## config.mk

```make
export PLATFORM = sky130hd
export DESIGN_NAME = fv_dup_seq_ctrl
export DESIGN_NICKNAME = d
export VERILOG_FILES = /design/src/rtl/fv_dup_seq_pkg.sv /design/src/rtl/fv_dup_wr_tally.sv /design/src/rtl/fv_dup_seq_ctrl.sv
export SDC_FILE = /design/constraint.sdc
export NUM_CORES = 1
export LEC_CHECK = 0
export ABC_AREA = 1
export CORE_ASPECT_RATIO = 0.8
export CORE_MARGIN = 2
export CORE_UTILIZATION = 54
export CTS_BUF_LIST = sky130_fd_sc_hd__clkbuf_8 sky130_fd_sc_hd__clkbuf_16
export DETAILED_ROUTE_END_ITERATION = 8
export PLACE_DENSITY = 0.89
export REMOVE_ABC_BUFFERS = 1
export SLEW_MARGIN = 20
export SYNTH_ARGS = -nofsm -noshare
export SYNTH_HDL_FRONTEND = slang
export SYNTH_HIERARCHICAL = 1
export SYNTH_SLANG_ARGS = --single-unit
```

## constraint.sdc

```tcl
create_clock -name clk -period 1.79 [get_ports clk]
set_input_delay 0.2685 -clock clk [delete_from_list [all_inputs] [get_ports clk]]
set_output_delay 0.2685 -clock clk [all_outputs]
set_load 0.005 [all_outputs]
```

## src/rtl/fv_dup_seq_pkg.sv

```systemverilog
// Shared types and helpers for the duplicate-instruction sequencer.
package fv_dup_seq_pkg;

  typedef enum logic [2:0] {
    S_IDLE  = 3'd0,
    S_ORIG  = 3'd1,
    S_DUP   = 3'd2,
    S_DRAIN = 3'd3,
    S_SYNC  = 3'd4,
    S_DONE  = 3'd5
  } fv_dup_seq_state_t;

  // Width of a write total able to hold depth*ports writes, plus headroom bit.
  function automatic int fv_cnt_w(input int depth, input int ports);
    return $clog2(depth * ports) + 1;
  endfunction

  // Number of set bits in a (zero-extended) write mask.
  function automatic int fv_popcount(input logic [31:0] v);
    int c;
    c = 0;
    for (int i = 0; i < 32; i++) c += int'(v[i]);
    return c;
  endfunction

endpackage

```

## src/rtl/fv_dup_wr_tally.sv

```systemverilog
// Per-class RF write accumulator: popcount of the class mask added each
// enabled cycle into a total that sticks at all-ones instead of wrapping.
module fv_dup_wr_tally
  import fv_dup_seq_pkg::*;
#(
  parameter int NUM_WR_PORTS = 2,
  parameter int CNT_W        = 7
) (
  input  logic                    clk,
  input  logic                    reset,
  input  logic                    clr,
  input  logic                    cnt_en,
  input  logic [NUM_WR_PORTS-1:0] wr_mask,
  output logic [CNT_W-1:0]        total
);

  logic [CNT_W:0] sum;

  // Extra top bit of the sum flags overflow, which clamps the total.
  always_comb begin
    sum = {1'b0, total} + (CNT_W+1)'(fv_popcount(32'(wr_mask)));
  end

  // Accumulate with saturation; clear has priority over counting.
  always_ff @(posedge clk) begin
    if (reset || clr)
      total <= '0;
    else if (cnt_en)
      total <= sum[CNT_W] ? '1 : sum[CNT_W-1:0];
  end

endmodule

```

## src/rtl/fv_dup_seq_ctrl.sv

```systemverilog
// Sequencer for the duplicate-instruction self-consistency check: issues
// originals, then duplicates, drains until write totals balance, then syncs.
module fv_dup_seq_ctrl
  import fv_dup_seq_pkg::*;
#(
  parameter int NUM_WR_PORTS  = 2,
  parameter int MAX_BMC_DEPTH = 32,
  parameter int MAX_ORIG_LEN  = 8,
  parameter int DRAIN_TIMEOUT = 16,
  parameter int CNT_W         = fv_cnt_w(MAX_BMC_DEPTH, NUM_WR_PORTS),
  parameter int LEN_W         = $clog2(MAX_ORIG_LEN + 1)
) (
  input  logic                    clk,
  input  logic                    reset,
  input  logic                    start,
  input  logic [LEN_W-1:0]        orig_len,
  input  logic                    issue_valid,
  input  logic [NUM_WR_PORTS-1:0] rf_write_en,
  input  logic [NUM_WR_PORTS-1:0] rf_write_is_dup,
  input  logic                    rf_any_locked,
  input  logic                    pipeline_empty,
  output logic                    issue_stall,
  output logic                    issue_dup_mode,
  output logic                    dup_enable,
  output logic                    fv_dup_sync_ready,
  output logic                    dup_done,
  output logic                    err_timeout,
  output logic [CNT_W-1:0]        orig_writes,
  output logic [CNT_W-1:0]        dup_writes
);

  localparam int TMO_W = $clog2(DRAIN_TIMEOUT + 1);

  fv_dup_seq_state_t state;
  logic [LEN_W-1:0]  len;
  logic [LEN_W-1:0]  issue_cnt;
  logic [LEN_W-1:0]  issue_nxt;
  logic [LEN_W-1:0]  len_clamp;
  logic [TMO_W-1:0]  tmo_cnt;
  logic              fire;
  logic              drain_ok;
  logic              tally_clr;
  logic              tally_en;

  // Handshake, length clamp and drain-exit condition on registered totals.
  always_comb begin
    fire      = issue_valid && !issue_stall;
    issue_nxt = issue_cnt + LEN_W'(1);
    if (orig_len == '0)
      len_clamp = LEN_W'(1);
    else if (orig_len > LEN_W'(MAX_ORIG_LEN))
      len_clamp = LEN_W'(MAX_ORIG_LEN);
    else
      len_clamp = orig_len;
    drain_ok  = (orig_writes == dup_writes) && !rf_any_locked && pipeline_empty;
    tally_clr = (state == S_IDLE) && start;
    tally_en  = (state != S_IDLE);
  end

  // Sequencer FSM; DONE is terminal until reset.
  always_ff @(posedge clk) begin
    if (reset) begin
      state       <= S_IDLE;
      len         <= '0;
      issue_cnt   <= '0;
      tmo_cnt     <= '0;
      err_timeout <= 1'b0;
    end else begin
      case (state)
        S_IDLE: if (start) begin
          len       <= len_clamp;
          issue_cnt <= '0;
          tmo_cnt   <= '0;
          state     <= S_ORIG;
        end
        S_ORIG: if (fire) begin
          if (issue_nxt == len) begin
            issue_cnt <= '0;
            state     <= S_DUP;
          end else begin
            issue_cnt <= issue_nxt;
          end
        end
        S_DUP: if (fire) begin
          if (issue_nxt == len) begin
            issue_cnt <= '0;
            state     <= S_DRAIN;
          end else begin
            issue_cnt <= issue_nxt;
          end
        end
        S_DRAIN: begin
          // A balanced drain beats a coincident timeout.
          if (drain_ok) begin
            state <= S_SYNC;
          end else if (tmo_cnt == TMO_W'(DRAIN_TIMEOUT - 1)) begin
            err_timeout <= 1'b1;
            state       <= S_DONE;
          end else begin
            tmo_cnt <= tmo_cnt + TMO_W'(1);
          end
        end
        S_SYNC:  state <= S_DONE;
        S_DONE:  state <= S_DONE;
        default: state <= S_IDLE;
      endcase
    end
  end

  // Outputs decoded straight from the state register.
  always_comb begin
    issue_stall       = 1'b1;
    issue_dup_mode    = 1'b0;
    dup_enable        = (state != S_IDLE);
    fv_dup_sync_ready = (state == S_SYNC);
    dup_done          = (state == S_DONE);
    case (state)
      S_ORIG:  issue_stall = 1'b0;
      S_DUP: begin
        issue_stall    = 1'b0;
        issue_dup_mode = 1'b1;
      end
      default: issue_stall = 1'b1;
    endcase
  end

  fv_dup_wr_tally #(.NUM_WR_PORTS(NUM_WR_PORTS), .CNT_W(CNT_W)) u_orig_tally (
    .clk     (clk),
    .reset   (reset),
    .clr     (tally_clr),
    .cnt_en  (tally_en),
    .wr_mask (rf_write_en & ~rf_write_is_dup),
    .total   (orig_writes)
  );

  fv_dup_wr_tally #(.NUM_WR_PORTS(NUM_WR_PORTS), .CNT_W(CNT_W)) u_dup_tally (
    .clk     (clk),
    .reset   (reset),
    .clr     (tally_clr),
    .cnt_en  (tally_en),
    .wr_mask (rf_write_en & rf_write_is_dup),
    .total   (dup_writes)
  );

endmodule

```

==> impl_metrics.yaml <==
outcome:
  status: "finished clean"
final_layout:
  nets: 402
  layoutNonFillerInstCount: 437
  area_growth_syn_to_layout_pct: 35.3
  drive_gt1_share_pct: 23.8
  antenna_cells: 0
job:
  drv_cap: 0
sta:
  final.period_utilization_pct: 96.3
  tightest_slew_ns: 0.383
  post-route-min-period_ns: 1.72
  setup_violations: 0
  fin_worst_skew_ns: 0.00874
  hold-worst-slack_ns: 0.455
  relSlewSlack_pct: 74.4
  maxSlewViolCount: 0
  rsz0062_at_grt: "no"
  fmax_mhz: 580
  finalHoldViolCount: 0
global_route:
  grt_max_degree: 13
  grt.overflow.total: 0
  antenna_found_initial: 0
  grt_pass1_vias: 2052
  grt_pass1_wl_um: 8860
  grt_usage_pct: 25.9
route:
  antenna_left: 0
  remaining_drc_errors: 0
  drt_iter0_drc: 159
  routed_wl_um: 5320
  routedWlPerCell_um: 12.2
  route.detailed.vias_per_inst: 4.93
  via_count: 2153
  first_pass_iters: 5
synthesis:
  synth_warnings: 6
  ys.flop_type: "dfxtp_1"
  synth.top_cells.by_count: "84 x nand2_1, 66 x inv_1, 32 x nor2_1"
  yosysUniqueCellTypes: 31
  avgSynthCellArea_um2: 6.63
  syn_area_um2: 2150
  ys_ff_latch: 31
  synth_area_leaders: "dfxtp_1 29%, nand2_1 15%, inv_1 12%"
  synthCells: 324
  synth_edf_count: 0
  synthArstFlopShare_pct: 0
  synth.most_common_cell: "nand2_1"
  synth_area_leader_cell: "dfxtp_1"
  yosysTopAreaCellShare_pct: 28.9
  seq_area_frac_synth_pct: 28.9
placement:
  dp_hpwl_um: 3760
  numPortBuffers: 33
  gp_congestion: 0.871
  dp.cells: 424
clock_tree:
  cts_buffers: 5
  hold_buffers: 0
  cts-htree-levels: 2
  cts-root-buf: "clkbuf_8"
  cts_tree: "built"
  clkTransAtPathRegs_ns: 0.07
  numClockSinks: 31
  cts_buffer_depth: 2
  worstSkewPairLatency_ns: 0.30
power_and_ir_drop:
  total_power_uw: 2950
  pwr-share-clk_pct: 21.0
  seq_power_share_pct: 29.0
  switching_power_uw: 1200
  p_comb_share_pct: 50.1
  cellPowerDensity_nw_per_um2: 1010
  cellLeakagePower_uw: 0.00132
  peakVddDrop_mv: 0.605
  p_sw_share_pct: 40.7
  intPower_uw: 1750
setup_path:
  crit_required_ns: 1.52
  worstSetupPathType: "register to primary output"
  cp_max_fo: 6
  worstPathArrival_ns: 1.45
  cp-end-kind: "primary output"
  reg2reg_slack_ns: 0.08
  startpoint_type: "register"
floorplanning:
  die_y_um: 60.4
  std_cell_rows: 20
  start_util_pct: 56.5
  die_w_um: 74.5
  ioPinCount: 34
  die_area_um2: 4500
  core-area_um2: 3800
hold_path:
  hold_class: "register to register"
per-stage QoR:
stage | setup WS [ns] | instance area, um^2 | TNS [ns] | utilization (%)
2_1_floorplan | 0.121 | 2150 | 0 | -
3_3_place_gp | -0.377 | 2640 | -3.54 | 69.5
3_5_place_dp | -0.499 | 2640 | -4.12 | 69.5
4_1_cts | 0.00733 | 2810 | 0 | 73.9
5_1_grt | 0.00652 | 2910 | 0 | 76.4
6_report | 0.0669 | 2910 | 0 | 76.4
cell usage in the layout, fill, tap and decap left out, types with 6 or more instances in the layout:
master           synthesis  layout
a21oi_1                 14      14
buf_4                    0      18
clkbuf_8                 0       7
clkdlybuf4s50_1          0      28
dfxtp_1                 31      27
inv_1                   66      65
inv_2                    6       6
nand2_1                 84      81
nand2_2                 12      13
nand3_1                 14      13
nand3_2                  6       7
nand4_1                  6       6
nor2_1                  32      29
nor2_4                   9      12
cell type report:
type                            count  area [um^2]
Sequential cell                    31          631
Timing Repair Buffer               51          478
Inverter                           73          284
Multi-Input combinational cell    219         1350
Clock inverter                      1         3.75
Clock buffer                        7         96.3
Tap cell                           55         68.8
Fill cell                         263          896
final timing paths:
path,from,endpoint,cells past startpoint
hold / removal,err_timeout,err_timeout,2
hold reg to reg,err_timeout,err_timeout,2
setup / recovery,state[1],issue_stall,5
setup reg to reg,u_orig_tally/total[0],u_orig_tally/total[6],11
flip-flops by register name, summed over array words and instances, names as in the netlist:
name                flops
u_dup_tally/total       7
state                   3
len                     4
u_orig_tally/total      7
tmo_cnt                 5
issue_cnt               4
err_timeout             1
timing repair:
action / in CTS / in global routing
pin swaps: 2 / 11
endpoints found under the setup margin: 10 / 15
resized for setup: 14 / 24
buffers inserted: 4 / 1
power by group through the flow:
stage | Combinational, uW | Sequential (uW) | Clock [uW]
2_1_floorplan | 885 | 848 | 0
3_3_place_gp | 1270 | 838 | 0
3_5_place_dp | 1310 | 842 | 0
4_1_cts | 1390 | 832 | 617
5_1_grt | 1620 | 863 | 661
6_report | 1480 | 854 | 618
critical path: stages, from the launching register on:
cell	delay (ns)
dfxtp_4	0.40
inv_2	0.07
nand2_2	0.09
nand2_4	0.07
inv_6	0.05
clkdlybuf4s50_1	0.48
logic make-up after synthesis:
logic type	synth area share [%]
AND/OR/NAND/NOR	42.4
buffers and inverters	13.2
flip-flops	28.9
AO/OA/AOI/OAI	8.27
adder cells (fa/ha/maj)	4.77
XOR/XNOR	1.63
multiplexers	0.931
layer usage:
layer  up-vias  GRT usage (%)  wire length [um]
met5         -              0                 0
met4         0           9.95               103
met3        15           6.98               288
met2        69           40.6              2520
met1       964           34.5              2410
li1       1105              -                 -
Power figures use the tool's default switching activity.
